**config.mk**
```make
export PLATFORM = sky130hd
export DESIGN_NAME = ps2_scancode_rx_flat
export DESIGN_NICKNAME = d
export VERILOG_FILES = /design/src/rtl/ps2_scancode_rx_if.sv /design/src/rtl/ps2_scancode_rx.sv /design/src/flat_wrapper.sv
export SDC_FILE = /design/constraint.sdc
export NUM_CORES = 1
export LEC_CHECK = 0
export CAP_MARGIN = 15
export CORE_MARGIN = 2
export CORE_UTILIZATION = 25
export DETAILED_ROUTE_END_ITERATION = 12
export GPL_TIMING_DRIVEN = 0
export PLACE_DENSITY = 0.52
export RECOVER_POWER = 25
export SLEW_MARGIN = 20
export SYNTH_ARGS = -nofsm -noshare
export SYNTH_HDL_FRONTEND = slang
export SYNTH_SLANG_ARGS = --single-unit
export TNS_END_PERCENT = 1
```
**constraint.sdc**
```tcl
create_clock -name clk -period 1.9 [get_ports clk]
set_input_delay 0.475 -clock clk [delete_from_list [all_inputs] [get_ports clk]]
set_output_delay 0.475 -clock clk [all_outputs]
set_load 0.005 [all_outputs]
```
**src/rtl/ps2_scancode_rx_if.sv**
```systemverilog
// PS/2 line inputs and decoded scancode outputs of the frame receiver.
// The receiver side drives the scancode strobes; the host side drives the raw lines.
interface ps2_scancode_rx_if;
   logic       ps2_clk;
   logic       ps2_data;
   logic [7:0] scancode;
   logic       scancode_valid;
   logic       extended;
   logic       frame_err;

   modport master (
      input  ps2_clk,
      input  ps2_data,
      output scancode,
      output scancode_valid,
      output extended,
      output frame_err
   );

   modport slave (
      output ps2_clk,
      output ps2_data,
      input  scancode,
      input  scancode_valid,
      input  extended,
      input  frame_err
   );
endinterface

```
**src/rtl/ps2_scancode_rx.sv**
```systemverilog
// PS/2 frame receiver: make codes out as a strobe 1 clk after the stop-bit fall is detected.
// No backpressure: scancode_valid/frame_err are single-cycle pulses the consumer must take.
module ps2_scancode_rx #(
   parameter int FILTER_LEN     = 8,
   parameter int TIMEOUT_CYCLES = 100000
) (
   input logic             clk,
   input logic             rstn,
   ps2_scancode_rx_if.master bus
);
   localparam int FW = $clog2(FILTER_LEN + 1);
   localparam int TW = $clog2(TIMEOUT_CYCLES + 1);

   typedef enum logic [1:0] {IDLE, DATA, PARITY, STOP} state_t;

   logic          clk_s1, clk_s2, dat_s1, dat_s2;
   logic          clk_filt, fall, fall_dat;
   logic [FW-1:0] filt_cnt;

   state_t        state, state_nxt;
   logic [2:0]    bitcnt, bitcnt_nxt;
   logic [7:0]    shreg, shreg_nxt;
   logic          par_bit, par_bit_nxt;
   logic          ext_flag, ext_flag_nxt;
   logic          brk_flag, brk_flag_nxt;
   logic [TW-1:0] tmo_cnt, tmo_cnt_nxt;
   logic [7:0]    scancode_q, scancode_nxt;
   logic          valid_q, valid_nxt;
   logic          ext_q, ext_nxt;
   logic          err_q, err_nxt;

   always_ff @(posedge clk or negedge rstn) begin
      if (!rstn) begin
         clk_s1 <= 1'b1;
         clk_s2 <= 1'b1;
         dat_s1 <= 1'b1;
         dat_s2 <= 1'b1;
      end else begin
         clk_s1 <= bus.ps2_clk;
         clk_s2 <= clk_s1;
         dat_s1 <= bus.ps2_data;
         dat_s2 <= dat_s1;
      end
   end

   // Filtered clock flips only after FILTER_LEN consecutive samples disagree with it.
   always_ff @(posedge clk or negedge rstn) begin
      if (!rstn) begin
         clk_filt <= 1'b1;
         filt_cnt <= '0;
         fall     <= 1'b0;
         fall_dat <= 1'b1;
      end else begin
         fall     <= 1'b0;
         fall_dat <= dat_s2;
         if (clk_s2 == clk_filt) begin
            filt_cnt <= '0;
         end else if (filt_cnt == FW'(FILTER_LEN - 1)) begin
            clk_filt <= clk_s2;
            filt_cnt <= '0;
            fall     <= clk_filt;
         end else begin
            filt_cnt <= filt_cnt + 1'b1;
         end
      end
   end

   always_ff @(posedge clk or negedge rstn) begin
      if (!rstn) begin
         state      <= IDLE;
         bitcnt     <= '0;
         shreg      <= '0;
         par_bit    <= 1'b0;
         ext_flag   <= 1'b0;
         brk_flag   <= 1'b0;
         tmo_cnt    <= '0;
         scancode_q <= 8'h00;
         valid_q    <= 1'b0;
         ext_q      <= 1'b0;
         err_q      <= 1'b0;
      end else begin
         state      <= state_nxt;
         bitcnt     <= bitcnt_nxt;
         shreg      <= shreg_nxt;
         par_bit    <= par_bit_nxt;
         ext_flag   <= ext_flag_nxt;
         brk_flag   <= brk_flag_nxt;
         tmo_cnt    <= tmo_cnt_nxt;
         scancode_q <= scancode_nxt;
         valid_q    <= valid_nxt;
         ext_q      <= ext_nxt;
         err_q      <= err_nxt;
      end
   end

   always_comb begin
      state_nxt    = state;
      bitcnt_nxt   = bitcnt;
      shreg_nxt    = shreg;
      par_bit_nxt  = par_bit;
      ext_flag_nxt = ext_flag;
      brk_flag_nxt = brk_flag;
      scancode_nxt = scancode_q;
      ext_nxt      = ext_q;
      valid_nxt    = 1'b0;
      err_nxt      = 1'b0;

      if (state == IDLE || fall)
         tmo_cnt_nxt = '0;
      else
         tmo_cnt_nxt = tmo_cnt + 1'b1;

      case (state)
         IDLE: begin
            if (fall) begin
               if (!fall_dat) begin
                  state_nxt  = DATA;
                  bitcnt_nxt = '0;
               end else begin
                  err_nxt = 1'b1;
               end
            end
         end
         DATA: begin
            if (fall) begin
               shreg_nxt  = {fall_dat, shreg[7:1]};
               bitcnt_nxt = bitcnt + 1'b1;
               if (bitcnt == 3'd7)
                  state_nxt = PARITY;
            end
         end
         PARITY: begin
            if (fall) begin
               par_bit_nxt = fall_dat;
               state_nxt   = STOP;
            end
         end
         STOP: begin
            if (fall) begin
               state_nxt = IDLE;
               if ((^{shreg, par_bit}) && fall_dat) begin
                  // Prefixes only arm flags; a break-prefixed byte is swallowed.
                  if (shreg == 8'hE0) begin
                     ext_flag_nxt = 1'b1;
                  end else if (shreg == 8'hF0) begin
                     brk_flag_nxt = 1'b1;
                  end else begin
                     if (!brk_flag) begin
                        scancode_nxt = shreg;
                        ext_nxt      = ext_flag;
                        valid_nxt    = 1'b1;
                     end
                     ext_flag_nxt = 1'b0;
                     brk_flag_nxt = 1'b0;
                  end
               end else begin
                  err_nxt      = 1'b1;
                  ext_flag_nxt = 1'b0;
                  brk_flag_nxt = 1'b0;
               end
            end
         end
         default: state_nxt = IDLE;
      endcase

      if (state != IDLE && !fall && tmo_cnt == TW'(TIMEOUT_CYCLES - 1)) begin
         state_nxt    = IDLE;
         tmo_cnt_nxt  = '0;
         err_nxt      = 1'b1;
         ext_flag_nxt = 1'b0;
         brk_flag_nxt = 1'b0;
      end
   end

   assign bus.scancode       = scancode_q;
   assign bus.scancode_valid = valid_q;
   assign bus.extended       = ext_q;
   assign bus.frame_err      = err_q;
endmodule

```
**src/flat_wrapper.sv**
```systemverilog
// flat-port wrapper written by rule: the top's interface ports become plain ports
module ps2_scancode_rx_flat 
#(
   parameter int FILTER_LEN     = 8,
   parameter int TIMEOUT_CYCLES = 100000
)
  (clk, rstn, bus_ps2_clk, bus_ps2_data, bus_scancode, bus_scancode_valid, bus_extended, bus_frame_err);
  ps2_scancode_rx_if bus_i ();
  input logic clk;
  input logic rstn;
  input wire logic [$bits(bus_i.ps2_clk)-1:0] bus_ps2_clk;
  input wire logic [$bits(bus_i.ps2_data)-1:0] bus_ps2_data;
  output wire logic [$bits(bus_i.scancode)-1:0] bus_scancode;
  output wire logic [$bits(bus_i.scancode_valid)-1:0] bus_scancode_valid;
  output wire logic [$bits(bus_i.extended)-1:0] bus_extended;
  output wire logic [$bits(bus_i.frame_err)-1:0] bus_frame_err;
  assign bus_i.ps2_clk = bus_ps2_clk;
  assign bus_i.ps2_data = bus_ps2_data;
  assign bus_scancode = bus_i.scancode;
  assign bus_scancode_valid = bus_i.scancode_valid;
  assign bus_extended = bus_i.extended;
  assign bus_frame_err = bus_i.frame_err;
  ps2_scancode_rx #(.FILTER_LEN(FILTER_LEN), .TIMEOUT_CYCLES(TIMEOUT_CYCLES)) u_core (.clk(clk), .rstn(rstn), .bus(bus_i));
endmodule
```
Word-level counts from Yosys, hierarchy flattened
Index checks and enable logic that the tools add are counted.
Widths: inputs -> output; s select.
{"block": "word_totals", "regBits": 55, "elab_cells": 107}
{"block": "classes", "add_sub_neg": 3, "n_eq_ne": 20, "n_mux": 42, "bitwise": 4, "reduce_logical": 19}
{"operator": "$mux 17", "n": 2}
{"operator": "$mux 1", "n": 25}
{"operator": "$add 17x1->17 const B", "n": 1}
{"operator": "$eq 17x17->1 const B", "n": 1}
{"operator": "$eq 8x8->1 const B", "n": 2}
{"operator": "$mux 2", "n": 7}
{"operator": "$ne 3x1->1 const B", "n": 4}
{"operator": "$reduce_and 6->1", "n": 2}
{"operator": "$mux 3", "n": 3}
{"operator": "$reduce_xor 9->1", "n": 1}
{"operator": "$mux 4", "n": 2}
{"operator": "$pmux 2 s4", "n": 1}
{"operator": "$reduce_bool 2->1", "n": 4}
{"operator": "$ne 3x3->1 const B", "n": 2}
{"operator": "$pmux 3 s2", "n": 1}
{"operator": "$reduce_and 2->1", "n": 3}
{"operator": "$reduce_and 3->1", "n": 2}
{"operator": "$add 4x1->4 const B", "n": 1}
{"operator": "$eq 2x2->1 const B", "n": 2}
{"operator": "$eq 4x3->1 const B", "n": 1}
{"operator": "$ne 2x1->1 const B", "n": 2}
{"operator": "$ne 4x4->1 const B", "n": 1}
{"operator": "$not 1->1", "n": 4}
{"operator": "$reduce_and 4->1", "n": 1}
{"operator": "11 further kinds", "n": 13}

Longest topological paths before layout
Gate-level depths: netlist of run 1.
{"block": "logic_depth", "ltp_word": 7, "mapped_depth": 9, "ltp_nobuf": 7}

Worst setup path before layout of run 1
OpenSTA, ideal clock, no wires.
{"block": "synth_timing", "path_type": "flip-flop to flip-flop", "from": "reg u_core.state[0]", "to": "reg u_core.tmo_cnt[10]", "setup_ps": 121, "arrival_time_ps": 1797, "setup_slack_ps": -18, "stages_incl_launch_ff": 10, "n_path_buf": 2, "cell_sequence": "dfrtp_1 -> inv_1 -> ha_1 -> clkbuf_1 -> nor2_1 -> nand2_1 -> or3_1 -> nand2_1 -> buf_2 -> nor2_1"}
{"block": "synth_between", "elab_chain_cells": 4}
{"item": "from (decl)", "line": "ps2_scancode_rx.sv:20", "rtl": "state_t state, state_nxt;"}
{"item": "from (signal assigned)", "line": "ps2_scancode_rx.sv:82", "rtl": "state <= state_nxt;"}
{"item": "$logic_not 2->1 / $reduce_bool 2->1 (equally long branches)", "line": "ps2_scancode_rx.sv:108, ps2_scancode_rx.sv:166"}
{"item": "$logic_or 1x1->1 / $logic_and 1x1->1 (equally long branches)", "line": "ps2_scancode_rx.sv:108, ps2_scancode_rx.sv:166"}
{"item": "$mux 17 / $logic_and 1x1->1 (equally long branches)", "line": "ps2_scancode_rx.sv:108, ps2_scancode_rx.sv:166"}
{"item": "$mux 17 *", "line": "ps2_scancode_rx.sv:166", "rtl": "if (state != IDLE && !fall && tmo_cnt == TW'(TIMEOUT_CYCLES - 1)) begin"}
{"item": "named net u_core.tmo_cnt_nxt[10]", "line": "ps2_scancode_rx.sv:26", "rtl": "logic [TW-1:0] tmo_cnt, tmo_cnt_nxt;"}
{"item": "to (signal assigned)", "line": "ps2_scancode_rx.sv:88", "rtl": "tmo_cnt <= tmo_cnt_nxt;"}
{"item": "to (decl)", "line": "ps2_scancode_rx.sv:26"}
Mark *: on every way through the listed nets, which the timed path passes. The rest lies on a longest branch.
A chain may end at the register's enable or synchronous reset.

Worst setup path after layout of run 1
{"block": "layout_timing", "from": "reg u_core.shreg[5]", "to": "reg u_core.scancode_q[7], in the netlist u_core.bus.scancode[7]"}
{"block": "layout_between", "elab_chain_cells": 3}
{"item": "from (decl)", "line": "ps2_scancode_rx.sv:22", "rtl": "logic [7:0] shreg, shreg_nxt;"}
{"item": "from (signal assigned)", "line": "ps2_scancode_rx.sv:84", "rtl": "shreg <= shreg_nxt;"}
{"item": "$eq 8x8->1, or another cell as far along", "line": "ps2_scancode_rx.sv:143", "rtl": "if (shreg == 8'hE0) begin"}
{"item": "$not 1->1 (no source line) / $logic_and 1x1->1 (equally long branches)"}
{"item": "$reduce_and 6->1 (no source line) *"}
{"item": "to (signal assigned)", "line": "ps2_scancode_rx.sv:89", "rtl": "scancode_q <= scancode_nxt;"}
{"item": "to (decl)", "line": "ps2_scancode_rx.sv:27", "rtl": "logic [7:0] scancode_q, scancode_nxt;"}
Mark *: on every way between the ends. The rest lies on a longest branch, timed or not.

==> metrics.md, run 1 <==
| Metric | Value |
|---|---|
| Area leader, netlist | `dfrtp_1` |
| IO Pins | `15` |
| Via density | `4.378` |
| Violated checks | `setup timing` |
| Leakage | `~0.0013 uW` |
| Final Instance Area | `0.003075 mm^2` |
| Compound-gate portion of the synthesized area | `0.04053` |
| Layout fillers | `around 1.1k` |
| VDD IR-drop max | `between 0.3 and 0.4 mV` |
| Total CTS buffers | `5` |
| Outcome | `finished with violations` |
| Hold Slack | `0.3595 ns` |
| Clock root buffer | `clkbuf_8` |
| Hold Crit Class | `flop to flop` |
| Syn Area/Cell | `11.51 um^2` |
| Register area share after synthesis | `0.5467` |
| Initial DRC count | `between 40 and 50` |
| Post-layout min period | `1.921 ns` |
| Detailed-route wire length | `4.668 mm` |
| Cell area power density | `706.7 mW/mm^2` |
| Initial Util | `0.2578` |
| Slew @ Worst Pin | `1.335 ns` |
| Finished Layout Cells | `381` |
| EDFF count, synth | `0` |
| Top-area cell type share of the netlist area | `0.4844` |
| Mux cell area share after synthesis | `0.09244` |
| Synth Register Bits | `between 50 and 60` |
| Final Hold Viols | `0` |
| TritonRoute pass-1 iters | `4` |
| Grt ovf | `0` |
| Die Area | `between 0.01 and 0.015 mm^2` |
| XOR/XNOR Fraction of Synth Area | `0.09145` |
| CP Launch Type | `flop` |
| Inst Count DP | `367` |
| Fin worst setup slack | `-0.02107 ns` |
| Syn Nets | `232` |
| Kind of critical path | `flop to flop` |
| Vias | `1668` |
| Main synth FF type | `dfrtp_1` |
| DR DRC count | `0` |
| Post-synth ARST share | `1.000` |
| Layout net count | `259` |
| Row cnt | `36` |
| Most common cell in the netlist | `dfrtp_1` |
| Die W | `between 100 and 150 um` |
| Largest family of logic cells by synthesized area | `simple AND/OR/NAND/NOR gates` |
| Fin Setup TNS | `-0.1150 ns` |
| Routability Congestion | `0.7803` |
| Area growth syn-to-layout | `21.50%` |
| Worst-path maximum fanout | `5` |
| Antenna diodes | `0` |
| Simple-Gate Fraction of Synth Area | `0.1720` |
| Yosys cell types | `38` |
| Fin crit share | `1.011` |
| H-tree Lvls | `2` |
| RSZ-0062 raised after global routing | `true` |
| Cell area after synthesis | `0.002531 mm^2` |
| Vias in the first global route | `1663` |
| Cell Area, Placed | `~0.0028 mm^2` |
| Final Core Density | `0.3132` |
| First-pass GRT wire length | `8.059 mm` |
| Clk_skew | `0.009598 ns` |
| F_max | `0.5205 GHz` |
| Share of cells above drive strength 1 | `0.2419` |
| YS warnings | `0` |
| Clock latency on the worst-skew pair | `0.31 ns` |
| DRT antenna net count | `0` |
| GRT Util Overall | `0.09042` |
| Final Setup Violations | `9` |
| CP endpoint kind | `flop` |
| Post-Syn Instances | `220` |
| Max-slew violation count | `0` |
| CTS max path bufs | `2` |
| Port Buffer Count | `14` |
| CP arrival | `between 2 and 2.5 ns` |
| Post-Synth Adder-Cell Area | `0.03955` |
| Initial antenna violation count | `0` |
| Max Cap Violations | `0` |
| Top cells by count, synth | `dfrtp_1 (49), nor2_1 (27), mux2_2 (19)` |
| Relative slew slack | `0.1098` |
| Clock slew at reported path FFs | `0.10 ns` |
| Largest net degree at the start of global routing | `56` |
| Core ar. | `between 0.009 and 0.01 mm^2` |
| Top cells by area, synth | `dfrtp_1 (48%), mux2_2 (8.5%), dfstp_2 (6.2%)` |
| Hpwl dp | `3.015 mm` |
| CTS Hold Bufs | `0` |
| Worst path required time | `2.09 ns` |
| WL/cell | `12.25 um` |
| Die H | `104.6 um` |
| Clock Sinks | `55` |
| CTS tree | `done` |
[cell families after synthesis]
kind of cell    after synthesis
buf+inv                      11
fa+ha+maj                     8
mux                          21
flops                        55
simple gates                 84
xor+xnor                     24
compound gates               17
[timing repair]
action                                  4_1_cts  5_1_grt
gates cloned                                  0        1
resized for setup                             6       12
buffers inserted                              1        5
endpoints found under the setup margin       30       32
pin swaps                                     1        2
[worst max-delay path, stage by stage, from the launching register on]
cell and delay, ns:
dfrtp_1 0.42, xnor2_1 0.17, xnor3_2 0.50, xnor2_4 0.26
nand3_4 0.15, mux2_2 0.30
[sequential cells by signal, summed over array words and instances (netlist names), 2 cells and up]
name,flops
u_core.filt_cnt,4
u_core.bus.scancode,8
u_core.bitcnt,3
u_core.state,2
u_core.shreg,8
u_core.tmo_cnt,17
[placed cells by master (no fill, tap or decap), types with 6 or more instances in the layout]
cell type / count
buf_4: 6
nand2_1: 12
xnor2_1: 12
ha_1: 6
inv_1: 6
xor2_1: 10
clkbuf_8: 6
dfrtp_1: 48
nor2_1: 26
dfstp_2: 6
clkdlybuf4s50_1: 11
o21ai_0: 6
mux2_2: 19
nand3_1: 8
[path summary, 6_finish.rpt]
check / cells after the start / to / slack [ns] / startpoint
setup / recovery: 5 / u_core.bus.scancode[7]$_DFFE_PN0P_ / -0.02 / u_core.shreg[5]$_DFFE_PN0P_
hold / removal: 0 / u_core.clk_s2$_DFF_PN1_ / 0.36 / u_core.clk_s1$_DFF_PN1_
setup reg to reg: 5 / u_core.bus.scancode[7]$_DFFE_PN0P_ / -0.02 / u_core.shreg[5]$_DFFE_PN0P_
hold reg to reg: 0 / u_core.clk_s2$_DFF_PN1_ / 0.36 / u_core.clk_s1$_DFF_PN1_
max in group asynchronous: 1 / u_core.shreg[4]$_DFFE_PN0P_ / 0.55 / rstn
min in group asynchronous: 1 / u_core.bus.frame_err$_DFF_PN0_ / 0.45 / rstn
[layer usage]
layer | share of wire | track usage | up-vias | wire [um]
met5 | 0 | 0 | - | 0
met2 | 0.47 | 0.1419 | 15 | 2201
met1 | 0.49 | 0.1216 | 828 | 2310
met4 | 0.014 | 0.03333 | 0 | 67
li1 | - | - | 820 | -
met3 | 0.019 | 0.02121 | 5 | 89
[power by group]
| group | internal [uW] | switching [uW] | total (uW) |
|---|---|---|---|
| Combinational | 51.7 | 65.7 | 117 |
| Sequential | 1220 | 27.3 | 1250 |
| Clock | 427 | 381 | 808 |
| Total | 1700 | 474 | 2170 |
[through the flow]
| step | setup slack (ns) | power (uW) |
|---|---|---|
| 5_1_grt | -0.09868 | 2291 |
| 2_1_floorplan | 0.01828 | 1341 |
| 6_report | -0.02107 | 2174 |
| 4_1_cts | -0.04658 | 2212 |
| 3_3_place_gp | -1.402 | 1388 |
| 3_5_place_dp | -0.3743 | 1390 |
[cell type report]
cell class | count | area [um^2] | share of cell area
flip-flops and latches | 55 | 1385 | 0.4504
inverters | 6 | 22.52 | 0.007323
multi-input cells | 155 | 1180 | 0.3836
clock buffers | 6 | 82.58 | 0.02685
well taps | 133 | 166.4 | 0.05411
repair buffers | 20 | 180.2 | 0.05858
plain buffers | 4 | 23.77 | 0.007730
clock inverters | 2 | 35.03 | 0.01139
(Power assumes the default switching activity.)
==> inputs of run 2 (changes only) <==
--- a/config.mk
+++ b/config.mk
@@ -6,7 +6,7 @@
 export NUM_CORES = 1
 export LEC_CHECK = 0
 export CAP_MARGIN = 15
-export CORE_MARGIN = 2
+export CORE_MARGIN = 5
 export CORE_UTILIZATION = 25
 export DETAILED_ROUTE_END_ITERATION = 12
 export GPL_TIMING_DRIVEN = 0
==> run 2 against run 1 <==
Compared with the run above:
- the run now ends clean
- die area up 12%
- sequential share of layout area fell by 0.48 points
- clock skew decreased by 0.0014 ns
- non-clock buffer count grew 4
- clock power up 11%
- largest power group unchanged
- highest routed layer unchanged
==> metrics.md, run 2 (same netlist as run 1, synthesis figures left out) <==
| Metric | Value |
|---|---|
| Max incr delay on CP | `0.47 ns (-0.03 ns)` |
| Kind of critical path | `flop to flop` |
| Largest net degree at the start of global routing | `56 (unchanged)` |
| Fin crit share | `0.9944 (-0.01671)` |
| Final Setup Violations | `0 (-9)` |
| Initial DRC count | `71 (+61%)` |
| Core ar. | `0.009819 mm^2 (unchanged)` |
| Area growth syn-to-layout | `23.04%` |
| Leakage | `0.001368 uW (+2.1%)` |
| CP endpoint kind | `flop` |
| GRT met3 Usage | `0.01751 (-0.003705)` |
| CTS max path bufs | `2 (unchanged)` |
| Via density | `4.343 (-0.80%)` |
| Hpwl dp | `2.998 mm (-0.58%)` |
| Vias in the first global route | `1768 (+6.3%)` |
| Worst r2r src | `u_core.shreg[3]$_DFFE_PN0P_` |
| Max reg flops | `17 (unchanged)` |
| Routability Congestion | `0.7696 (-1.4%)` |
| CTS tree | `done` |
| Share of cells above drive strength 1 | `0.2540 (+0.01203)` |
| Inst Count DP | `367 (unchanged)` |
| Grt ovf | `0 (unchanged)` |
| GRT Util Overall | `0.07930 (-0.01112)` |
| Slowest-stage cell, CP | `xnor3_2` |
| Outcome | `finished, final reports clean` |
| Max Cap Violations | `0 (unchanged)` |
| CP endpoint | `u_core.bus.scancode[1]$_DFFE_PN0P_` |
| Crit path from | `u_core.shreg[3]$_DFFE_PN0P_` |
| First-pass GRT wire length | `8.286 mm (+2.8%)` |
| Finished Layout Cells | `385 (+1.0%)` |
| TritonRoute pass-1 iters | `4 (unchanged)` |
| Clk_skew | `0.008229 ns (-0.001368 ns)` |
| Die H | `110.6 um (+5.7%)` |
| Combined area of the multi-input logic cells | `0.001166 mm^2 (-1.2%)` |
| Reg-to-Reg End | `u_core.bus.scancode[1]$_DFFE_PN0P_` |
| WL/cell | `11.91 um (-2.8%)` |
| Clock root buffer | `clkbuf_8` |
| Final Instance Area | `0.003114 mm^2 (+1.3%)` |
| Relative slew slack | `0.1005 (-0.009238)` |
| CP Launch Type | `flop` |
| Initial antenna violation count | `0 (unchanged)` |
| Worst-path maximum fanout | `5 (unchanged)` |
| Clock latency on the worst-skew pair | `0.31 ns (about the same)` |
| Max-slew violation count | `0 (unchanged)` |
| Initial Util | `0.2578 (unchanged)` |
| Hold Crit Class | `flop to flop` |
| Largest Register | `u_core.tmo_cnt` |
| Worst path required time | `2.10 ns (about the same)` |
| GR Util met2 | `0.1222 (-0.01976)` |
| Commonest non-fill, non-tap cells in the layout | `dfrtp_1 (46), nor2_1 (26), mux2_2 (18)` |
| Met1 Use GR | `0.1095 (-0.01210)` |
| Die W | `110.6 um (+5.7%)` |
| FF/Latch Area | `0.001388 mm^2 (+0.18%)` |
| Reg2Reg Depth | `6 (+1)` |
| F_max | `0.5293 GHz (+1.7%)` |
| DRT antenna net count | `0 (unchanged)` |
| Cell Area, Placed | `0.002838 mm^2 (unchanged)` |
| Total CTS buffers | `5 (unchanged)` |
| Row cnt | `36 (unchanged)` |
| Layout net count | `263 (+1.5%)` |
| H-tree Lvls | `2 (unchanged)` |
| Cell area power density | `725.8 mW/mm^2 (+2.7%)` |
| Die Area | `0.01224 mm^2 (+12%)` |
| Antenna diodes | `0 (unchanged)` |
| Post-layout min period | `1.889 ns (-0.03175 ns)` |
| Power consumption | `2260 uW (+4.0%)` |
| Final Core Density | `0.3172 (+0.003950)` |
| Slew @ Worst Pin | `1.349 ns (+0.01386 ns)` |
| Clock slew at reported path FFs | `0.10 ns (about the same)` |
| Layout fillers | `1055 (-1.7%)` |
| CP arrival | `2.09 ns (-0.02 ns)` |
| Final Hold Viols | `0 (unchanged)` |
| Vias | `1672 (+0.24%)` |
| RSZ-0062 raised after global routing | `true` |
| Commonest non-fill, non-tap cell in the layout | `dfrtp_1` |
| IO Pins | `15 (unchanged)` |
| R2R Setup Slk | `0.01 ns (+0.03 ns)` |
| Gr busiest metal | `met2` |
| Clock Sinks | `55 (unchanged)` |
| CP cell instances | `xnor2_1 -> xnor3_2 -> xnor2_2 -> buf_6 -> nand3_4 -> mux2_2` |
| DR DRC count | `0 (unchanged)` |
| VDD IR-drop max | `0.3608 mV (-4.6%)` |
| Detailed-route wire length | `4.587 mm (-1.7%)` |
| Hold Slack | `0.3598 ns (+0.0002780 ns)` |
| Port Buffer Count | `14 (unchanged)` |
==> run 2: changes by cell type in the layout (fill, tap and decap cells not counted), sizes merged <==
cell    change
clkinv      -1
buf         +4
bufinv      +1
==> run 2: through the flow <==
| step | setup TNS (ns) | setup slack (ns) |
|---|---|---|
| finish | 0 | 0.01068 |
| global route | -0.5374 | -0.07448 |
| detailed placement | -5.299 | -0.3774 |
| floorplan | 0 | 0.01828 |
| global placement | -79.89 | -1.426 |
| CTS | -0.1464 | -0.02485 |
==> run 2: worst min path at each step <==
| stage | from | endpoint | slack [ns] | cells past startpoint |
|---|---|---|---|---|
| detailed placement | u_core.clk_s1$_DFF_PN1_ | u_core.clk_s2$_DFF_PN1_ | 0.35 | 0 |
| CTS | rstn | u_core.ext_flag$_DFFE_PN0P_ | 0.23 | 1 |
| finish | u_core.clk_s1$_DFF_PN1_ | u_core.clk_s2$_DFF_PN1_ | 0.36 | 0 |
| global placement | u_core.dat_s1$_DFF_PN1_ | u_core.dat_s2$_DFF_PN1_ | 0.35 | 0 |
| floorplan | rstn | u_core.bitcnt[0]$_DFFE_PN0P_ | 0.18 | 0 |
| global route | u_core.clk_s1$_DFF_PN1_ | u_core.clk_s2$_DFF_PN1_ | 0.36 | 0 |
==> run 2: cell type report <==
class / count / share of cell area
plain buffers: 4 / 0.008035
clock buffers: 6 / 0.02330
clock inverters: 2 / 0.01928
inverters: 6 / 0.007232
multi-input cells: 155 / 0.3744
flip-flops and latches: 55 / 0.4456
well taps: 133 / 0.05344
repair buffers: 24 / 0.06870
==> run 2: routing by layer <==
layer	vias to the layer above	part of all wire
met5	-	0
met4	0	0.0092
met3	4	0.022
met2	18	0.46
met1	824	0.51
li1	826	-
==> run 2: critical path: cells and delay by family, from the launching register on <==
kind / cells / cell delay [ns]
XOR/XNOR: 3 / 0.78
AND/OR/NAND/NOR: 1 / 0.11
multiplexers: 1 / 0.34
buffers and inverters: 1 / 0.14
flip-flops: 1 / 0.42
==> run 2: where the power goes <==
group | internal, uW | total [uW] | switching, uW
registers | 1220 | 1250 | 27.1
clock network | 527 | 898 | 371
logic | 50.8 | 115 | 64.4
==> run 2: repair_timing <==
| item | 4_1_cts | 5_1_grt |
|---|---|---|
| gates cloned | 1 | 0 |
| endpoints found under the setup margin | 30 | 23 |
| resized for setup | 10 | 11 |
| setup buffers | 8 | 2 |
| hold buffers | 0 | 0 |
| pin swaps | 5 | 2 |
